--- config.mk ---
export PLATFORM = sky130hd
export DESIGN_NAME = call_return_predictor_flat
export DESIGN_NICKNAME = d
export VERILOG_FILES = /design/src/rtl/call_return_predictor_if.sv /design/src/rtl/call_return_predictor.sv /design/src/flat_wrapper.sv
export SDC_FILE = /design/constraint.sdc
export NUM_CORES = 1
export LEC_CHECK = 0
export ABC_AREA = 0
export ABC_CLOCK_PERIOD_IN_PS = 5100
export CORE_MARGIN = 10
export CORE_UTILIZATION = 45
export CTS_CLUSTER_DIAMETER = 200
export DETAILED_ROUTE_END_ITERATION = 8
export GPL_TIMING_DRIVEN = 0
export HOLD_SLACK_MARGIN = 0.12
export PLACE_DENSITY = 0.82
export SETUP_SLACK_MARGIN = 0.02
export SYNTH_ARGS = -nofsm -noshare
export SYNTH_HDL_FRONTEND = slang
export SYNTH_SLANG_ARGS = --single-unit
--- constraint.sdc ---
create_clock -name clk -period 5.1 [get_ports clk]
set_input_delay 0.765 -clock clk [delete_from_list [all_inputs] [get_ports clk]]
set_output_delay 0.765 -clock clk [all_outputs]
set_load 0.03 [all_outputs]
--- src/rtl/call_return_predictor_if.sv ---
// RAS command/response bundle between the fetch next-PC stage (master) and the RAS (slave).
interface call_return_predictor_if #(
  parameter int unsigned XLEN = 32
) ();
  logic [XLEN-1:0] ras_address_in;
  logic            ras_valid_in;
  logic            ras_op;
  logic            ras_checkpoint;
  logic            ras_restore_checkpoint;
  logic [XLEN-1:0] ras_address_out;
  logic            ras_valid_out;

  modport master (
    output ras_address_in,
    output ras_valid_in,
    output ras_op,
    output ras_checkpoint,
    output ras_restore_checkpoint,
    input  ras_address_out,
    input  ras_valid_out
  );

  modport slave (
    input  ras_address_in,
    input  ras_valid_in,
    input  ras_op,
    input  ras_checkpoint,
    input  ras_restore_checkpoint,
    output ras_address_out,
    output ras_valid_out
  );
endinterface

--- src/rtl/call_return_predictor.sv ---
// call_return_predictor: owns the fetch PC, predecodes JAL/JALR/BRANCH and drives
// RAS push/pop/checkpoint/restore, consuming the registered pop result one cycle later.
// RAS commands are combinational from the fetched instruction so a return costs two cycles.
// Build option: define RAS_POP_PUSH_EN to handle JALR with distinct link rd/rs1 as pop-then-push;
// otherwise that case is a plain push and no pending-push state is built.
module call_return_predictor #(
  parameter int unsigned     XLEN     = 32,
  parameter logic [XLEN-1:0] RESET_PC = '0
) (
  input  logic                    clk,
  input  logic                    reset,
  input  logic [31:0]             instr_in,
  input  logic                    instr_valid,
  input  logic                    redirect_valid,
  input  logic [XLEN-1:0]         redirect_pc,
  output logic [XLEN-1:0]         pc_out,
  output logic                    pc_valid,
  output logic                    pred_taken,
  call_return_predictor_if.master ras
);
  localparam int unsigned OPW  = 7;
  localparam int unsigned REGW = 5;
  localparam logic [OPW-1:0] OP_JAL    = 7'b1101111;
  localparam logic [OPW-1:0] OP_JALR   = 7'b1100111;
  localparam logic [OPW-1:0] OP_BRANCH = 7'b1100011;

  typedef enum logic [1:0] {
    RUN      = 2'd0,
    POP_WAIT = 2'd1,
    STALL    = 2'd2
  } state_e;

  state_e          state_q, state_d;
  logic [XLEN-1:0] pc_q, pc_d;

  logic [OPW-1:0]  opcode;
  logic [REGW-1:0] rd, rs1;
  logic            rd_link, rs1_link;
  logic [XLEN-1:0] j_imm, b_imm, pc_plus4;

`ifdef RAS_POP_PUSH_EN
  logic            push_pend_q, push_pend_d;
  logic [XLEN-1:0] link_q, link_d;
`endif

  // Field extraction, link-register hints and sign-extended immediates.
  assign opcode   = instr_in[6:0];
  assign rd       = instr_in[11:7];
  assign rs1      = instr_in[19:15];
  assign rd_link  = (rd == REGW'(1)) || (rd == REGW'(5));
  assign rs1_link = (rs1 == REGW'(1)) || (rs1 == REGW'(5));
  assign j_imm    = XLEN'($signed({instr_in[31], instr_in[19:12], instr_in[20],
                                   instr_in[30:21], 1'b0}));
  assign b_imm    = XLEN'($signed({instr_in[31], instr_in[7], instr_in[30:25],
                                   instr_in[11:8], 1'b0}));
  assign pc_plus4 = pc_q + XLEN'(4);
  assign pc_out   = pc_q;

  // State, PC and pending-push registers with synchronous active-low reset.
  always_ff @(posedge clk) begin
    if (!reset) begin
      state_q     <= RUN;
      pc_q        <= RESET_PC;
`ifdef RAS_POP_PUSH_EN
      push_pend_q <= 1'b0;
      link_q      <= '0;
`endif
    end else begin
      state_q     <= state_d;
      pc_q        <= pc_d;
`ifdef RAS_POP_PUSH_EN
      push_pend_q <= push_pend_d;
      link_q      <= link_d;
`endif
    end
  end

  // Next-state, next-PC and RAS command decode; everything stays zero while in reset.
  always_comb begin
    state_d                    = state_q;
    pc_d                       = pc_q;
    pc_valid                   = 1'b0;
    pred_taken                 = 1'b0;
    ras.ras_address_in         = '0;
    ras.ras_valid_in           = 1'b0;
    ras.ras_op                 = 1'b0;
    ras.ras_checkpoint         = 1'b0;
    ras.ras_restore_checkpoint = 1'b0;
`ifdef RAS_POP_PUSH_EN
    push_pend_d                = push_pend_q;
    link_d                     = link_q;
`endif
    if (reset) begin
      if (redirect_valid) begin
        pc_d                       = redirect_pc;
        state_d                    = RUN;
        ras.ras_restore_checkpoint = 1'b1;
`ifdef RAS_POP_PUSH_EN
        push_pend_d                = 1'b0;
`endif
      end else begin
        case (state_q)
          RUN: begin
            pc_valid = 1'b1;
            if (instr_valid) begin
              pc_d = pc_plus4;
              case (opcode)
                OP_JAL: begin
                  pc_d       = pc_q + j_imm;
                  pred_taken = 1'b1;
                  if (rd_link) begin
                    ras.ras_valid_in   = 1'b1;
                    ras.ras_address_in = pc_plus4;
                  end
                end
                OP_BRANCH: begin
                  ras.ras_checkpoint = 1'b1;
                  if (instr_in[31]) begin
                    pc_d       = pc_q + b_imm;
                    pred_taken = 1'b1;
                  end
                end
                OP_JALR: begin
                  if (rs1_link && !rd_link) begin
                    ras.ras_valid_in = 1'b1;
                    ras.ras_op       = 1'b1;
                    pc_d             = pc_q;
                    state_d          = POP_WAIT;
                  end
`ifdef RAS_POP_PUSH_EN
                  else if (rs1_link && rd_link && (rd != rs1)) begin
                    ras.ras_valid_in = 1'b1;
                    ras.ras_op       = 1'b1;
                    pc_d             = pc_q;
                    state_d          = POP_WAIT;
                    push_pend_d      = 1'b1;
                    link_d           = pc_plus4;
                  end
`endif
                  else if (rd_link) begin
                    ras.ras_valid_in   = 1'b1;
                    ras.ras_address_in = pc_plus4;
                  end
                end
                default: ;
              endcase
            end
          end
          POP_WAIT: begin
            if (ras.ras_valid_out) begin
              pc_d       = ras.ras_address_out;
              pred_taken = 1'b1;
              state_d    = RUN;
`ifdef RAS_POP_PUSH_EN
              if (push_pend_q) begin
                ras.ras_valid_in   = 1'b1;
                ras.ras_address_in = link_q;
              end
`endif
            end else begin
              state_d = STALL;
            end
`ifdef RAS_POP_PUSH_EN
            push_pend_d = 1'b0;
`endif
          end
          STALL: ;
          default: state_d = RUN;
        endcase
      end
    end
  end
endmodule

--- src/flat_wrapper.sv ---
// flat-port wrapper written by rule: the top's interface ports become plain ports
module call_return_predictor_flat 
#(
  parameter int unsigned     XLEN     = 32,
  parameter logic [XLEN-1:0] RESET_PC = '0
)
  (clk, reset, instr_in, instr_valid, redirect_valid, redirect_pc, pc_out, pc_valid, pred_taken, ras_ras_address_in, ras_ras_valid_in, ras_ras_op, ras_ras_checkpoint, ras_ras_restore_checkpoint, ras_ras_address_out, ras_ras_valid_out);
  call_return_predictor_if #(.XLEN(XLEN)) ras_i ();
  input  logic clk;
  input  logic reset;
  input  logic [31:0] instr_in;
  input  logic instr_valid;
  input  logic redirect_valid;
  input  logic [XLEN-1:0] redirect_pc;
  output logic [XLEN-1:0] pc_out;
  output logic pc_valid;
  output logic pred_taken;
  output wire logic [$bits(ras_i.ras_address_in)-1:0] ras_ras_address_in;
  output wire logic [$bits(ras_i.ras_valid_in)-1:0] ras_ras_valid_in;
  output wire logic [$bits(ras_i.ras_op)-1:0] ras_ras_op;
  output wire logic [$bits(ras_i.ras_checkpoint)-1:0] ras_ras_checkpoint;
  output wire logic [$bits(ras_i.ras_restore_checkpoint)-1:0] ras_ras_restore_checkpoint;
  input wire logic [$bits(ras_i.ras_address_out)-1:0] ras_ras_address_out;
  input wire logic [$bits(ras_i.ras_valid_out)-1:0] ras_ras_valid_out;
  assign ras_ras_address_in = ras_i.ras_address_in;
  assign ras_ras_valid_in = ras_i.ras_valid_in;
  assign ras_ras_op = ras_i.ras_op;
  assign ras_ras_checkpoint = ras_i.ras_checkpoint;
  assign ras_ras_restore_checkpoint = ras_i.ras_restore_checkpoint;
  assign ras_i.ras_address_out = ras_ras_address_out;
  assign ras_i.ras_valid_out = ras_ras_valid_out;
  call_return_predictor #(.XLEN(XLEN), .RESET_PC(RESET_PC)) u_core (.clk(clk), .reset(reset), .instr_in(instr_in), .instr_valid(instr_valid), .redirect_valid(redirect_valid), .redirect_pc(redirect_pc), .pc_out(pc_out), .pc_valid(pc_valid), .pred_taken(pred_taken), .ras(ras_i));
endmodule
Word-level counts from Yosys, hierarchy flattened:

Index checks and enable logic that the tools add are counted.

* register bits: 34
* bits of input ports: 101
* output and inout port bits: 70
* word-level logic and storage cells: 80

* $add $sub $neg: 3
* eq/ne operators: 15
* muxes and demuxes: 49
* bitwise gates (word level): 2
* reductions and logical operators: 9

Operators by type and width (count)
* 32-bit two-way mux: 11
* 32-bit one-hot mux with 2 select lines: 2
* 32-bit one-hot mux with 3 select lines: 1
* 32-bit adder: 2
* 32-bit by 3-bit adder with 32-bit output (second input constant): 1
* 1-bit two-way mux: 27
* 7-bit equality test (second input constant): 3
* 5-bit by 1-bit equality test with 1-bit output (second input constant): 2
* 5-bit by 3-bit equality test with 1-bit output (second input constant): 2
* 2-bit two-way mux: 4
* 4-bit AND reduction: 2
* 3-bit != test (second input constant): 2
* 1-bit one-hot mux with 2 select lines: 3
* 2-bit one-hot mux with 3 select lines: 1
* 2-bit by 1-bit != test with 1-bit output (second input constant): 2
* 4-bit != test (second input constant): 1
* 3-bit nonzero test: 1
* 2-bit by 1-bit equality test with 1-bit output (second input constant): 1
* 2-bit equality test (second input constant): 1
* 2-bit zero test: 1
* 1-bit logical OR: 2
* 2-bit != test (second input constant): 1
* 1-bit inverter: 2
* 2-bit OR reduction: 1
* other kinds (2): 2

Logic depth before layout (Yosys ltp):

* depth after elaboration: 10
* depth in mapped cells: 11
* mapped depth without buffers: 11

Least setup slack after synthesis:

Ideal clock, no wire load.

* path kind: input to output
* start: input port instr_in[4]
* end: output port ras_ras_address_in[10]
* arrival: 2.616 ns
* data required time: 4.335 ns
* setup slack: 1.719 ns
* stages: 7
* path buffers: 2
* path through: and4b_1 -> nand3_1 -> or3_1 -> or2_2 -> clkbuf_1 -> clkbuf_1 -> nor2_1

* cells in the longest elaborated chain, start to end: 6
* elaborated cells on any way between the ends: 7
* classes of those cells: 2 x eq/ne; 5 x mux

RTL lines
* from (decl): line flat_wrapper.sv:11 `input logic [31:0] instr_in;`
* 7-bit equality test: line call_return_predictor.sv:107 `case (opcode)`
* 32-bit one-hot mux with 2 select lines *: line call_return_predictor.sv:107
* 32-bit two-way mux *: line call_return_predictor.sv:105 `if (instr_valid) begin`
* 32-bit two-way mux *: line call_return_predictor.sv:102 `case (state_q)`
* 32-bit two-way mux *: line call_return_predictor.sv:94 `if (redirect_valid) begin`
* 32-bit two-way mux *: line call_return_predictor.sv:93 `if (reset) begin`
* to (decl): line flat_wrapper.sv:18 `output wire logic [$bits(ras_i.ras_address_in)-1:0] ras_ras_address_in;`

Mark *: on every way between the ends. The rest lies on a longest branch, timed or not.

Worst setup path in the final report:

* start: input port instr_in[31]
* end: output port pred_taken

* cells in the longest elaborated chain, start to end: 6

RTL lines
* 1-bit two-way mux: line call_return_predictor.sv:118 `if (instr_in[31]) begin`
* 1-bit one-hot mux with 2 select lines: line call_return_predictor.sv:107
* 1-bit two-way mux: line call_return_predictor.sv:105
* 1-bit one-hot mux with 2 select lines: line call_return_predictor.sv:102
* 1-bit two-way mux: line call_return_predictor.sv:94
* 1-bit two-way mux: line call_return_predictor.sv:93
* to (decl): line flat_wrapper.sv:17 `output logic pred_taken;`

Every way passes these cells.

==> impl.org <==
** STA
- Rel. slew slack :: 29.1%
- Maximum frequency from static timing analysis :: around 200 MHz
- The smallest clock period supported by the final layout is computed as around 5 ns.
- Count of final hold-check violations :: 0
- For the final database, setup skew stands at between 0.009 and 0.01 ns.
- Slew at the pin closest to its max-slew limit :: approximately 1.1 ns
- Setup repair after global routing missed its margin :: false
- Dividing the final minimum period by the clock period gives a little over nine tenths.
- Final sum of negative setup slack :: 0 ns
- Post-route setup slack :: a little over 0.2 ns
- Total setup violations reported at the end of the flow :: 0
- The number of max-slew violations in the final report is 0.

** Cells and area
- 0 antenna diodes ended up in the layout.
- Share of post-route cells with drive strength above 1 :: 3.99%
- Relative to the synthesized area, the layout overhead comes to 35.2%.
- After filler insertion, the fill cell instance count of the layout stands at around 1,200.
- Number of nets in the layout :: roughly 1,200

** GRT
- Wire length of the first global-routing pass :: between 40,000 and 50,000 um
- Met1 usage :: about two fifths
- The global routing stage identified its most utilized layer as met2.
- Antenna violations before repair :: 1
- Grt met3 use :: under 10%
- Total overflow reported by the global router :: 0
- Via count of the first global-routing pass :: roughly 7,400
- In the global route stage, met2 resource usage came out at around 50%.
- Across every metal layer, demand over resource in global routing totals 31.5%.
- Entering global routing, the biggest net connects 23 pins.

** Yosys
- Flop and latch count out of synthesis :: 34
- When the netlist entered floorplanning its net count stood at ~1,000.
- Mapped cell area :: 5920 sq um
- After synthesis, the share of flip-flops with an asynchronous set or reset is 0%.
- Summing the sequential cell areas from Yosys gives ~11% of the chip area.
- The netlist uses 77 different library cells.
- The cell count after synthesis came out at about 900.
- For this run, the number of Yosys warnings is 0.
- The synthesized design contains 0 enable-type register cells.
- Average cell area after synthesis :: between 6 and 7 sq um
- For this run, the leading register cell type out of synthesis is dfxtp_1.

** Clock network
- Buffers from clock root to sink, at most :: 2
- The clock drives 34 sinks.
- H-tree lvl count :: 2
- In this run, post-CTS hold repair placed 0 buffers.
- The tree is rooted in a clkbuf_16.
- TritonCTS clock tree :: built
- Number of buffers created by CTS :: 5
- Clk Latency, worst-skew pair :: roughly 0.3 ns
- Clock input transition at the sequential cells of the worst setup and hold paths :: around 0.07 ns

** Power
- Summing internal, switching and leakage power gives roughly 0.0014 W.
- Static Leak :: roughly 3 nW
- For this design the ratio of total power to cell area is between 150 and 200 nW/um^2.
- Maximum vdd ir drop :: about 0.00012 V

** Worst setup path
- Crit Path Class :: in -> out
- STA classifies the critical path startpoint as an input port.
- By instance count, the cell type seen most on the critical path is nand2_1.
- Reg2reg path depth :: 9
- For the worst setup path, the data required time is 4.34 ns.
- In this run the critical register-to-register path is launched from u_core.pc_out[2].
- The critical path contains buffers and inverters numbering 3 combined.
- Walking the worst path, the cells encountered are clkdlybuf4s15_2 -> nand4_1 -> nand2_1 -> clkbuf_1 -> nand2_1 -> a21oi_1 -> clkdlybuf4s50_1.
- Launch point of the critical path :: instr_in[31]
- Dominant delay contributor by cell family on the critical path :: buffers and inverters
- Setup crit end kind :: primary output
- Worst R2R End :: u_core.pc_out[26]
- Slack of the worst reg-to-reg path :: between 1.5 and 2 ns
- The largest individual stage delay along the critical path comes from the cell clkdlybuf4s50_1.
- For the worst setup path, the data arrival time is 4.13 ns.
- Of all nets on the critical path, the largest fanout is 22.
- The largest single stage delay on the critical path is ~0.70 ns.

** Placement
- Routability-driven placement finished with a final weighted congestion of ~1.0.
- At the placement stage, the worst setup path has a slack of -0.319 ns.
- The HPWL after detailed placement is 23,400 um.
- Number of buffers inserted by port buffering :: 170

** Floorplan
- The floorplan step set the die height to roughly 130 um.
- The die covers roughly 18,000 sq um.
- Core region area :: 12,800 sq um
- ~170 I/O pins were placed.
- The initial utilization of the core area, before any placement, comes to roughly 46%.
- Die outline width :: about 130 um
- The floorplan has just over 40 rows.

** Routing
- The first routing iteration left approximately 1,100 violations.
- Post-route DRC :: 0
- Routed len/inst :: 24.7 um
- Routed wire length :: 30,200 um
- Detail Route Antenna Nets :: 0
- Via/cell ratio :: about 6.6
- Summing over every cut layer, the via total after detailed routing is 8,066.
- First-pass DRT Iterations :: 6

** Hold path
- Destination of the worst hold path :: u_core.state_q[1]
- The startpoint identified for the worst hold timing path is u_core.state_q[1].
- Hold Path Stages :: 2
- Hold WC Path Type :: reg -> reg

** Run
- The tool flagged a number of max-cap violations equal to 0.

** Run status
- Status :: complete, no violations
[final cells by class]
class	count	area [sq um]	share of cell area, %
multi-input cells	769	4940	61.7
repair buffers	170	1700	21.3
flip-flops and latches	34	681	8.50
plain buffers	55	235	2.94
well taps	172	215	2.69
clock buffers	6	139	1.73
inverters	17	63.8	0.797
clock inverters	1	30.0	0.375
[worst max path at each step]
stage | endpoint | slack, ns | depth (start not counted)
after CTS | pred_taken | 0.38 | 8
after global placement | pred_taken | -0.36 | 7
after global routing | pred_taken | 0.08 | 8
after floorplan | ras_ras_address_in[10] | 1.72 | 7
after detailed placement | pred_taken | -0.32 | 7
final | pred_taken | 0.20 | 7
[synthesized netlist by cell type (7+ instances only)]
| cell | count | area share (%) |
|---|---|---|
| a21o_1 | 23 | 2.9 |
| nor3_1 | 23 | 1.9 |
| inv_1 | 17 | 1.1 |
| nand3_1 | 32 | 2.7 |
| o211ai_1 | 15 | 1.9 |
| o21a_1 | 9 | 1.1 |
| and3_1 | 17 | 1.8 |
| xnor2_1 | 26 | 3.8 |
| nand2_1 | 91 | 5.8 |
| o31ai_1 | 7 | 0.89 |
| a221oi_1 | 8 | 1.2 |
| a31oi_1 | 17 | 1.8 |
| o21ai_0 | 76 | 6.4 |
| a211oi_1 | 9 | 1.1 |
| ha_1 | 44 | 9.3 |
| xor2_1 | 32 | 4.7 |
| or3_1 | 7 | 0.74 |
| o21bai_1 | 7 | 0.89 |
| nor2_1 | 103 | 6.5 |
| clkbuf_1 | 41 | 2.6 |
| o221ai_1 | 16 | 2.4 |
| nand4_1 | 15 | 1.6 |
| a21oi_1 | 70 | 5.9 |
| and2_1 | 12 | 1.3 |
| dfxtp_1 | 34 | 11 |
[per-stage QoR]
step / utilization [%] / std cells / hold WS, ns / cell area (sq um)
after CTS: 62.7 / 1224 / 0.563 / 8010
after global routing: 62.7 / 1224 / 0.603 / 8010
after detailed placement: 61.4 / 1217 / 0.548 / 7840
final: 62.7 / 1224 / 0.562 / 8010
after floorplan: - / 875 / 0.518 / 5920
after global placement: 61.4 / 1217 / 0.543 / 7840
[cell usage in the layout (no fill, tap or decap), types with 26 or more instances in the layout]
master and count:
o21ai_0 76, xor2_1 32, a21oi_1 70, xnor2_1 26, dfxtp_1 34, nand2_1 91, clkbuf_1 41, clkdlybuf4s50_1 169
nand3_1 32, nor2_1 103, ha_1 44
[worst register-to-register path: stages, from the launching register on]
cell,delay [ns]
dfxtp_1,0.62
ha_1,0.30
nand3_1,0.31
nor4_2,0.81
nand4_1,0.20
xor2_1,0.27
o221ai_1,0.17
a21o_1,0.18
a221oi_1,0.40
nor3b_1,0.10
[cell families after synthesis]
group                      count (synthesis)  synth area share, %
and+or+nand+nor                          337                 27.4
AOI/OAI and AO/OA                        322                 36.4
buffers and inverters                     72                 5.05
xor gates and xnor gates                  58                 8.58
adders and majority gates                 46                 9.97
DFF                                       34                 11.5
muxes                                      6                 1.06
[state kept, by name (all words and copies together), names as in the netlist]
signal	count
u_core.pc_out	32
u_core.state_q	2
[where the power goes]
group / switching [W] / internal [W]
registers: 0.0000430 / 0.000284
logic: 0.000414 / 0.000303
clock network: 0.000145 / 0.000242
[per-layer routing]
layer | wire [um] | vias up
met5 | 7 | -
met3 | 3760 | 87
met4 | 1090 | 2
met2 | 13300 | 601
met1 | 12100 | 3758
li1 | - | 3618
[what timing repair did]
action | CTS | global route
gates resized for setup | 3 | 0
setup endpoints to repair | 1 | 0
setup buffers | 0 | 0
No activity file was read; power rests on OpenSTA's default activity.
